## config.mk

```make
export PLATFORM = sky130hd
export DESIGN_NAME = sm_line_detector
export DESIGN_NICKNAME = d
export VERILOG_FILES = /design/src/rtl/sm_line_pkg.sv /design/src/rtl/sm_line_avg.sv /design/src/rtl/sm_line_detector.sv
export SDC_FILE = /design/constraint.sdc
export NUM_CORES = 1
export LEC_CHECK = 0
export ABC_AREA = 1
export ABC_CLOCK_PERIOD_IN_PS = 4430
export BUFFER_PORTS_ARGS = -buffer_cell sky130_fd_sc_hd__buf_2
export CAP_MARGIN = 25
export CORE_ASPECT_RATIO = 0.8
export CORE_MARGIN = 8
export CORE_UTILIZATION = 60
export DETAILED_ROUTE_END_ITERATION = 6
export PLACE_DENSITY = 0.87
export SYNTH_ARGS = -nofsm -noshare
export SYNTH_HDL_FRONTEND = slang
export SYNTH_SLANG_ARGS = --single-unit
export TNS_END_PERCENT = 50
```

## constraint.sdc

```tcl
create_clock -name adc_sck -period 4.43 [get_ports adc_sck]
set_input_delay 0.6645 -clock adc_sck [delete_from_list [all_inputs] [get_ports adc_sck]]
set_output_delay 0.6645 -clock adc_sck [all_outputs]
set_load 0.01 [all_outputs]
```

## src/rtl/sm_line_pkg.sv

```systemverilog
// Shared types and constants for the line detector.
package sm_line_pkg;

  localparam int FRAME_LEN = 48;

  typedef enum logic [1:0] {
    IDLE   = 2'd0,
    FOLLOW = 2'd1,
    NODE   = 2'd2,
    LOST   = 2'd3
  } state_t;

  typedef enum logic [1:0] {
    STOP     = 2'b00,
    LEFT     = 2'b01,
    RIGHT    = 2'b10,
    STRAIGHT = 2'b11
  } steer_t;

  // Pattern {left, centre, right} to steer; an all-white pattern keeps the last decision.
  function automatic steer_t steer_map(input logic [2:0] pat, input steer_t prev);
    steer_t s;
    s = prev;
    case (pat)
      3'b010, 3'b111, 3'b101: s = STRAIGHT;
      3'b100, 3'b110:         s = LEFT;
      3'b001, 3'b011:         s = RIGHT;
      default:                s = prev;
    endcase
    return s;
  endfunction

endpackage

```

## src/rtl/sm_line_avg.sv

```systemverilog
// One sensor channel: optional 4-sample moving average.
// SM_LINE_AVG_EN defined: 4-deep history with running 14-bit sum, valid after 4 samples.
// SM_LINE_AVG_EN undefined: sample registered directly, valid after 1 sample.
module sm_line_avg (
  input  logic        clk,
  input  logic        rst,
  input  logic        sample_en,
  input  logic [11:0] din,
  output logic [11:0] avg,
  output logic        valid
);

`ifdef SM_LINE_AVG_EN
  logic [11:0] hist [4];
  logic [13:0] sum;
  logic [2:0]  vcnt;

  // Shift the history and keep the sum exact by adding the new sample and dropping the oldest.
  always_ff @(posedge clk or posedge rst) begin
    if (rst) begin
      for (int i = 0; i < 4; i++) hist[i] <= '0;
      sum  <= '0;
      vcnt <= '0;
    end else if (sample_en) begin
      hist[0] <= din;
      for (int i = 1; i < 4; i++) hist[i] <= hist[i-1];
      sum <= sum + {2'b00, din} - {2'b00, hist[3]};
      if (vcnt != 3'd4) vcnt <= vcnt + 3'd1;
    end
  end

  assign avg   = sum[13:2];
  assign valid = vcnt[2];
`else
  // Bypass: hold the latest sample, valid from the first one.
  always_ff @(posedge clk or posedge rst) begin
    if (rst) begin
      avg   <= '0;
      valid <= 1'b0;
    end else if (sample_en) begin
      avg   <= din;
      valid <= 1'b1;
    end
  end
`endif

endmodule

```

## src/rtl/sm_line_detector.sv

```systemverilog
// Three-sensor line detector: frame timing, averaging, debounce and steering FSM.
// Averaging is compiled in only when SM_LINE_AVG_EN is defined.
//
// state  | meaning
// IDLE   | waiting for valid averages and a first debounced pattern
// FOLLOW | tracking the line, steering from the pattern
// NODE   | all three sensors black (junction)
// LOST   | pattern stayed white for LOST_FRAMES frames; steer STOP
module sm_line_detector
  import sm_line_pkg::*;
#(
  parameter logic [11:0] THRESHOLD   = 12'd1500,
  parameter int unsigned DEBOUNCE    = 3,
  parameter int unsigned LOST_FRAMES = 8
) (
  input  logic        adc_sck,
  input  logic        reset,
  input  logic [11:0] d_out_ch1,
  input  logic [11:0] d_out_ch3,
  input  logic [11:0] d_out_ch4,
  output logic [2:0]  line_pattern,
  output logic [1:0]  steer,
  output logic        node_pulse,
  output logic [3:0]  node_count,
  output logic        lost
);

  localparam logic [3:0] DB_MAX    = 4'(DEBOUNCE);
  localparam logic [7:0] LOST_MAX  = 8'(LOST_FRAMES);
  localparam logic [5:0] FRAME_END = 6'(FRAME_LEN - 1);

  logic [5:0]  frame_cnt;
  logic        frame_tick;
  logic [2:0]  tick_pipe;
  logic [11:0] avg_l, avg_c, avg_r;
  logic        val_l, val_c, val_r;
  logic        avg_valid;
  logic [2:0]  raw;
  logic [2:0]  prev_raw;
  logic [3:0]  db_cnt;
  logic        pattern_loaded;
  state_t      state, state_next;
  steer_t      steer_q, steer_next;
  logic [7:0]  lost_cnt, lost_cnt_next;
  logic        node_entry;

  assign frame_tick = (frame_cnt == FRAME_END);

  // Frame counter plus a delay line: tick_pipe[0] averages fresh, [1] debounce done, [2] pattern loaded.
  always_ff @(posedge adc_sck or posedge reset) begin
    if (reset) begin
      frame_cnt <= '0;
      tick_pipe <= '0;
    end else begin
      frame_cnt <= frame_tick ? 6'd0 : frame_cnt + 6'd1;
      tick_pipe <= {tick_pipe[1:0], frame_tick};
    end
  end

  sm_line_avg u_avg_l (.clk(adc_sck), .rst(reset), .sample_en(frame_tick), .din(d_out_ch1), .avg(avg_l), .valid(val_l));
  sm_line_avg u_avg_c (.clk(adc_sck), .rst(reset), .sample_en(frame_tick), .din(d_out_ch3), .avg(avg_c), .valid(val_c));
  sm_line_avg u_avg_r (.clk(adc_sck), .rst(reset), .sample_en(frame_tick), .din(d_out_ch4), .avg(avg_r), .valid(val_r));

  assign avg_valid = val_l & val_c & val_r;
  assign raw = {avg_l >= THRESHOLD, avg_c >= THRESHOLD, avg_r >= THRESHOLD};

  // Per-frame debounce; the stable pattern loads one cycle after the count reaches DEBOUNCE.
  always_ff @(posedge adc_sck or posedge reset) begin
    if (reset) begin
      prev_raw       <= '0;
      db_cnt         <= '0;
      line_pattern   <= '0;
      pattern_loaded <= 1'b0;
    end else begin
      if (tick_pipe[0] && avg_valid) begin
        prev_raw <= raw;
        if (raw != prev_raw)     db_cnt <= 4'd1;
        else if (db_cnt != DB_MAX) db_cnt <= db_cnt + 4'd1;
      end
      if (tick_pipe[1] && db_cnt == DB_MAX) begin
        line_pattern   <= prev_raw;
        pattern_loaded <= 1'b1;
      end
    end
  end

  // Next-state, steering and lost-frame counting, evaluated once per frame.
  always_comb begin
    state_next    = state;
    steer_next    = steer_q;
    lost_cnt_next = lost_cnt;
    node_entry    = 1'b0;
    if (tick_pipe[2]) begin
      if (line_pattern != 3'b000)
        lost_cnt_next = '0;
      else if (state == FOLLOW && lost_cnt != LOST_MAX)
        lost_cnt_next = lost_cnt + 8'd1;

      case (state)
        IDLE:   if (pattern_loaded) state_next = FOLLOW;
        FOLLOW: begin
          if (line_pattern == 3'b111)        state_next = NODE;
          else if (lost_cnt_next == LOST_MAX) state_next = LOST;
        end
        NODE:   if (line_pattern != 3'b111) state_next = FOLLOW;
        LOST: begin
          if (line_pattern == 3'b111)        state_next = NODE;
          else if (line_pattern != 3'b000)   state_next = FOLLOW;
        end
        default: state_next = IDLE;
      endcase

      node_entry = (state_next == NODE) && (state != NODE);
      if (state_next == FOLLOW || state_next == NODE)
        steer_next = steer_map(line_pattern, steer_q);
      else
        steer_next = STOP;
    end
  end

  // State and registered outputs.
  always_ff @(posedge adc_sck or posedge reset) begin
    if (reset) begin
      state      <= IDLE;
      steer_q    <= STOP;
      lost_cnt   <= '0;
      node_pulse <= 1'b0;
      node_count <= '0;
      lost       <= 1'b0;
    end else begin
      state      <= state_next;
      steer_q    <= steer_next;
      lost_cnt   <= lost_cnt_next;
      node_pulse <= node_entry;
      node_count <= node_count + {3'b000, node_entry};
      lost       <= (state_next == LOST);
    end
  end

  assign steer = steer_q;

endmodule

```

==> results.md <==
- ANT cells: 0
- Relative slew slack: about half
- Share of cells above drive strength 1: 17.61%
- Antenna-violating nets left: 0
- Area contributors post-synth: dfrtp_1, nand2_1, o21ai_0
- Total grt overflow: 0
- P per Cell Area: between 300 and 400 mW/mm²
- P_leak: between 1.5 and 2 nW
- Final Hold Vio Count: 0
- Antenna violations before repair: 0
- Cells after Synth: 409
- Unrepaired setup endpoints after global routing: no
- Total CTS buffers: 9
- Clk_lat worst skew: 0.35 ns
- WL per Instance: 12.73 µm
- #FFs+latches synth: 69
- Global-route wire length before repair: 11540 µm
- Share of the synthesized area in the top cell type: 52.08%
- Gr busiest metal: met2
- Vias: 2777
- HPWL after DPL: about 5000 µm
- Crit. End Element: register
- Hold_buf cts: 0
- Status: finished, final reports clean
- Pin count of the biggest net entering global routing: 49
- Drt pass-1 iters: 4
- P&R area growth vs syn: 14.34%
- Core area: 0.005405 mm²
- Buffers inserted by post-CTS timing repair: 0
- Max clock buf depth: 2
- Register area share after synthesis: 52.08%
- Row count: 24
- Syn Nets: 454
- Fill cells: 450
- Post-Synthesis Cell Area: roughly 0.0033 mm²
- Fin cells: ~530
- Synth Warn #: 0
- Crit Reg-Reg Endpoint: node_count[2]$_DFF_PP0_
- Worst path depth: 18
- Worst IR drop on VDD: 0.2267 mV
- Final #Nets: 500
- Critical Path End: node_count[2]$_DFF_PP0_
- Synth Area per Inst: ~8.1 µm²
- CP top delay family: simple AND/OR/NAND/NOR gates
- Hold Crit Class: in2async
- Final Skew: 0.008206 ns
- Routed WL: 6685 µm
- H-tree lvl count: 3
- Drt drc: 0
- Reg2reg setup slack: about 1.7 ns
- Post-cts sizing count: 0
- Starting DRT DRC Count: 98
- Dpl cells: 508
- Reg clk slew, reported paths: 0.07 ns
- Placer Congestion: 0.9433
- Initial Util: between 60 and 70%
- Die Width: ~100 µm
- Slowest CP cell: dfrtp_1
- Final setup viols: 0
- Final period util: 62.70%
- Worst EP required: between 4 and 5 ns
- Die area: 0.008176 mm²
- CP startpoint kind: register
- Post-layout minimum cycle time: between 2 and 3 ns
- Buf/Inv on CP: 1
- Slew at the pin closest to its max-slew limit: between 0.7 and 0.8 ns
- I/O Buffers: 42
- Global routing met1 resource utilization: 19.76%
- Global Route met2 Usage: 31.09%
- Sequence of cells on the critical path: inv_1, ha_1, nand3_2, o21ai_4, nand2_1, nand3_1, nand3_1, nor2_1, nand2_1, nand2_1, nand2_2, nand2_1, ha_1, nand2_1, a21oi_1, ha_1, ha_1, xor2_1
- Vias per cell: 5.290
- Max-cap viol count: 0
- TritonCTS Sinks: 69
- Worst R2R Start: lost_cnt[0]$_DFFE_PP0P_
- Synth area leader: dfrtp_1
- Met3 usage: 6.868%
- Total track usage: 17.82%
- CP peak stage delay: 0.43 ns
- CTS tree: yes
- CP startpoint: lost_cnt[0]$_DFFE_PP0P_
- Library cells used by synthesis: 29
- Top Ports: slightly below 50
- Die H: 82.49 µm
- Crit path DAT: 3.05 ns
- F_max: ~0.36 GHz
- Fin. max-slew vios: 0
- Root buffer cell: clkbuf_8
- Max FO, Critical Path: 8
- R2R depth: 18
- CP dominant cell by count: nand2_1
- Setup TNS: 0 ns
- Via count of the first global-routing pass: about 2.7k
- Crit path kind: reg2reg
flip-flops by register name (all words and copies together), names as in the netlist, 2 cells and up:
signal and count:
db_cnt 4, frame_cnt 6, line_pattern 3, lost_cnt 8, node_count 4, prev_raw 3, state 2, steer 2
tick_pipe 3, u_avg_c.avg 10, u_avg_l.avg 10, u_avg_r.avg 10
cell usage in the layout (no fill, tap or decap), types with 5 or more instances in the layout:
master	instances
xor2_1	6
buf_2	42
nor2_1	20
nand3_1	24
clkbuf_8	9
nand2_1	159
ha_1	7
nand4_1	5
o21ai_0	29
inv_1	36
nand3b_1	5
a21oi_1	7
nor3_1	5
dfrtp_1	69
how the worst min path moves through the flow:
stage	depth (start not counted)	slack [ns]	to	start
4_1_cts	0	0.38	tick_pipe[1]$_DFF_PP0_	tick_pipe[0]$_DFF_PP0_
3_3_place_gp	0	0.36	tick_pipe[1]$_DFF_PP0_	tick_pipe[0]$_DFF_PP0_
3_5_place_dp	0	0.36	tick_pipe[1]$_DFF_PP0_	tick_pipe[0]$_DFF_PP0_
6_report	2	0.18	node_count[3]$_DFF_PP0_	reset
5_1_grt	2	0.17	node_count[2]$_DFF_PP0_	reset
2_1_floorplan	0	0.35	tick_pipe[1]$_DFF_PP0_	tick_pipe[0]$_DFF_PP0_
metrics by stage:
stage	setup slack (ns)	total power, mW	cell area (µm²)	utilization [%]	hold slack (ns)
2_1_floorplan	2.026	0.6944	3316	-	0.3540
3_3_place_gp	1.833	0.7159	3572	66.09	0.3579
5_1_grt	1.324	1.257	3791	70.14	0.1687
4_1_cts	1.669	1.222	3771	69.77	0.3831
6_report	1.653	1.214	3791	70.14	0.1755
3_5_place_dp	1.708	0.7196	3572	66.09	0.3609
cell families after synthesis:
kind of cell    Yosys count  share of synthesized area, %
simple gates            236                         30.87
flops                    69                         52.08
buf+inv                  51                         6.188
compound gates           39                         6.377
xor+xnor                  7                         1.849
fa+ha+maj                 7                         2.641
area by class of cell:
type	count	area, µm²	area share (%)
clock buffers	9	123.9	3.267
clock inverters	7	75.07	1.980
multi-input cells	289	1384	36.50
repair buffers	45	245.2	6.469
flip-flops and latches	69	1727	45.54
inverters	41	155.1	4.092
well taps	65	81.33	2.145
synthesized netlist by cell type:
library cell / number
nand3_1: 24
ha_1: 7
nand3_2: 2
inv_2: 3
a21oi_1: 7
buf_6: 1
or2_1: 1
inv_1: 37
o31ai_1: 2
nand2_1: 159
nand2_2: 2
clkbuf_1: 4
xnor2_1: 1
nor3_1: 5
nor4_1: 3
nand4_1: 5
buf_2: 4
o21ai_4: 1
nand3b_1: 5
clkinv_2: 1
nor2_2: 4
nor2_8: 1
xor2_1: 6
buf_1: 1
nor2_1: 20
nor3_2: 1
dfrtp_1: 69
or2_2: 4
o21ai_0: 29
per-layer routing:
| layer | vias up | wire (µm) |
|---|---|---|
| met5 | - | 0 |
| met4 | 0 | 98 |
| met3 | 14 | 447 |
| met2 | 70 | 3117 |
| met1 | 1307 | 3022 |
| li1 | 1386 | - |
where the power goes:
group | total, mW | internal [mW] | switching, mW | leakage (nW)
clock network | 0.505 | 0.261 | 0.244 | 0.0918
registers | 0.655 | 0.645 | 0.00933 | 0.867
logic | 0.0543 | 0.0224 | 0.0319 | 1.03
total | 1.21 | 0.929 | 0.285 | 1.99
Note: power is estimated with default switching activity, not from simulation.
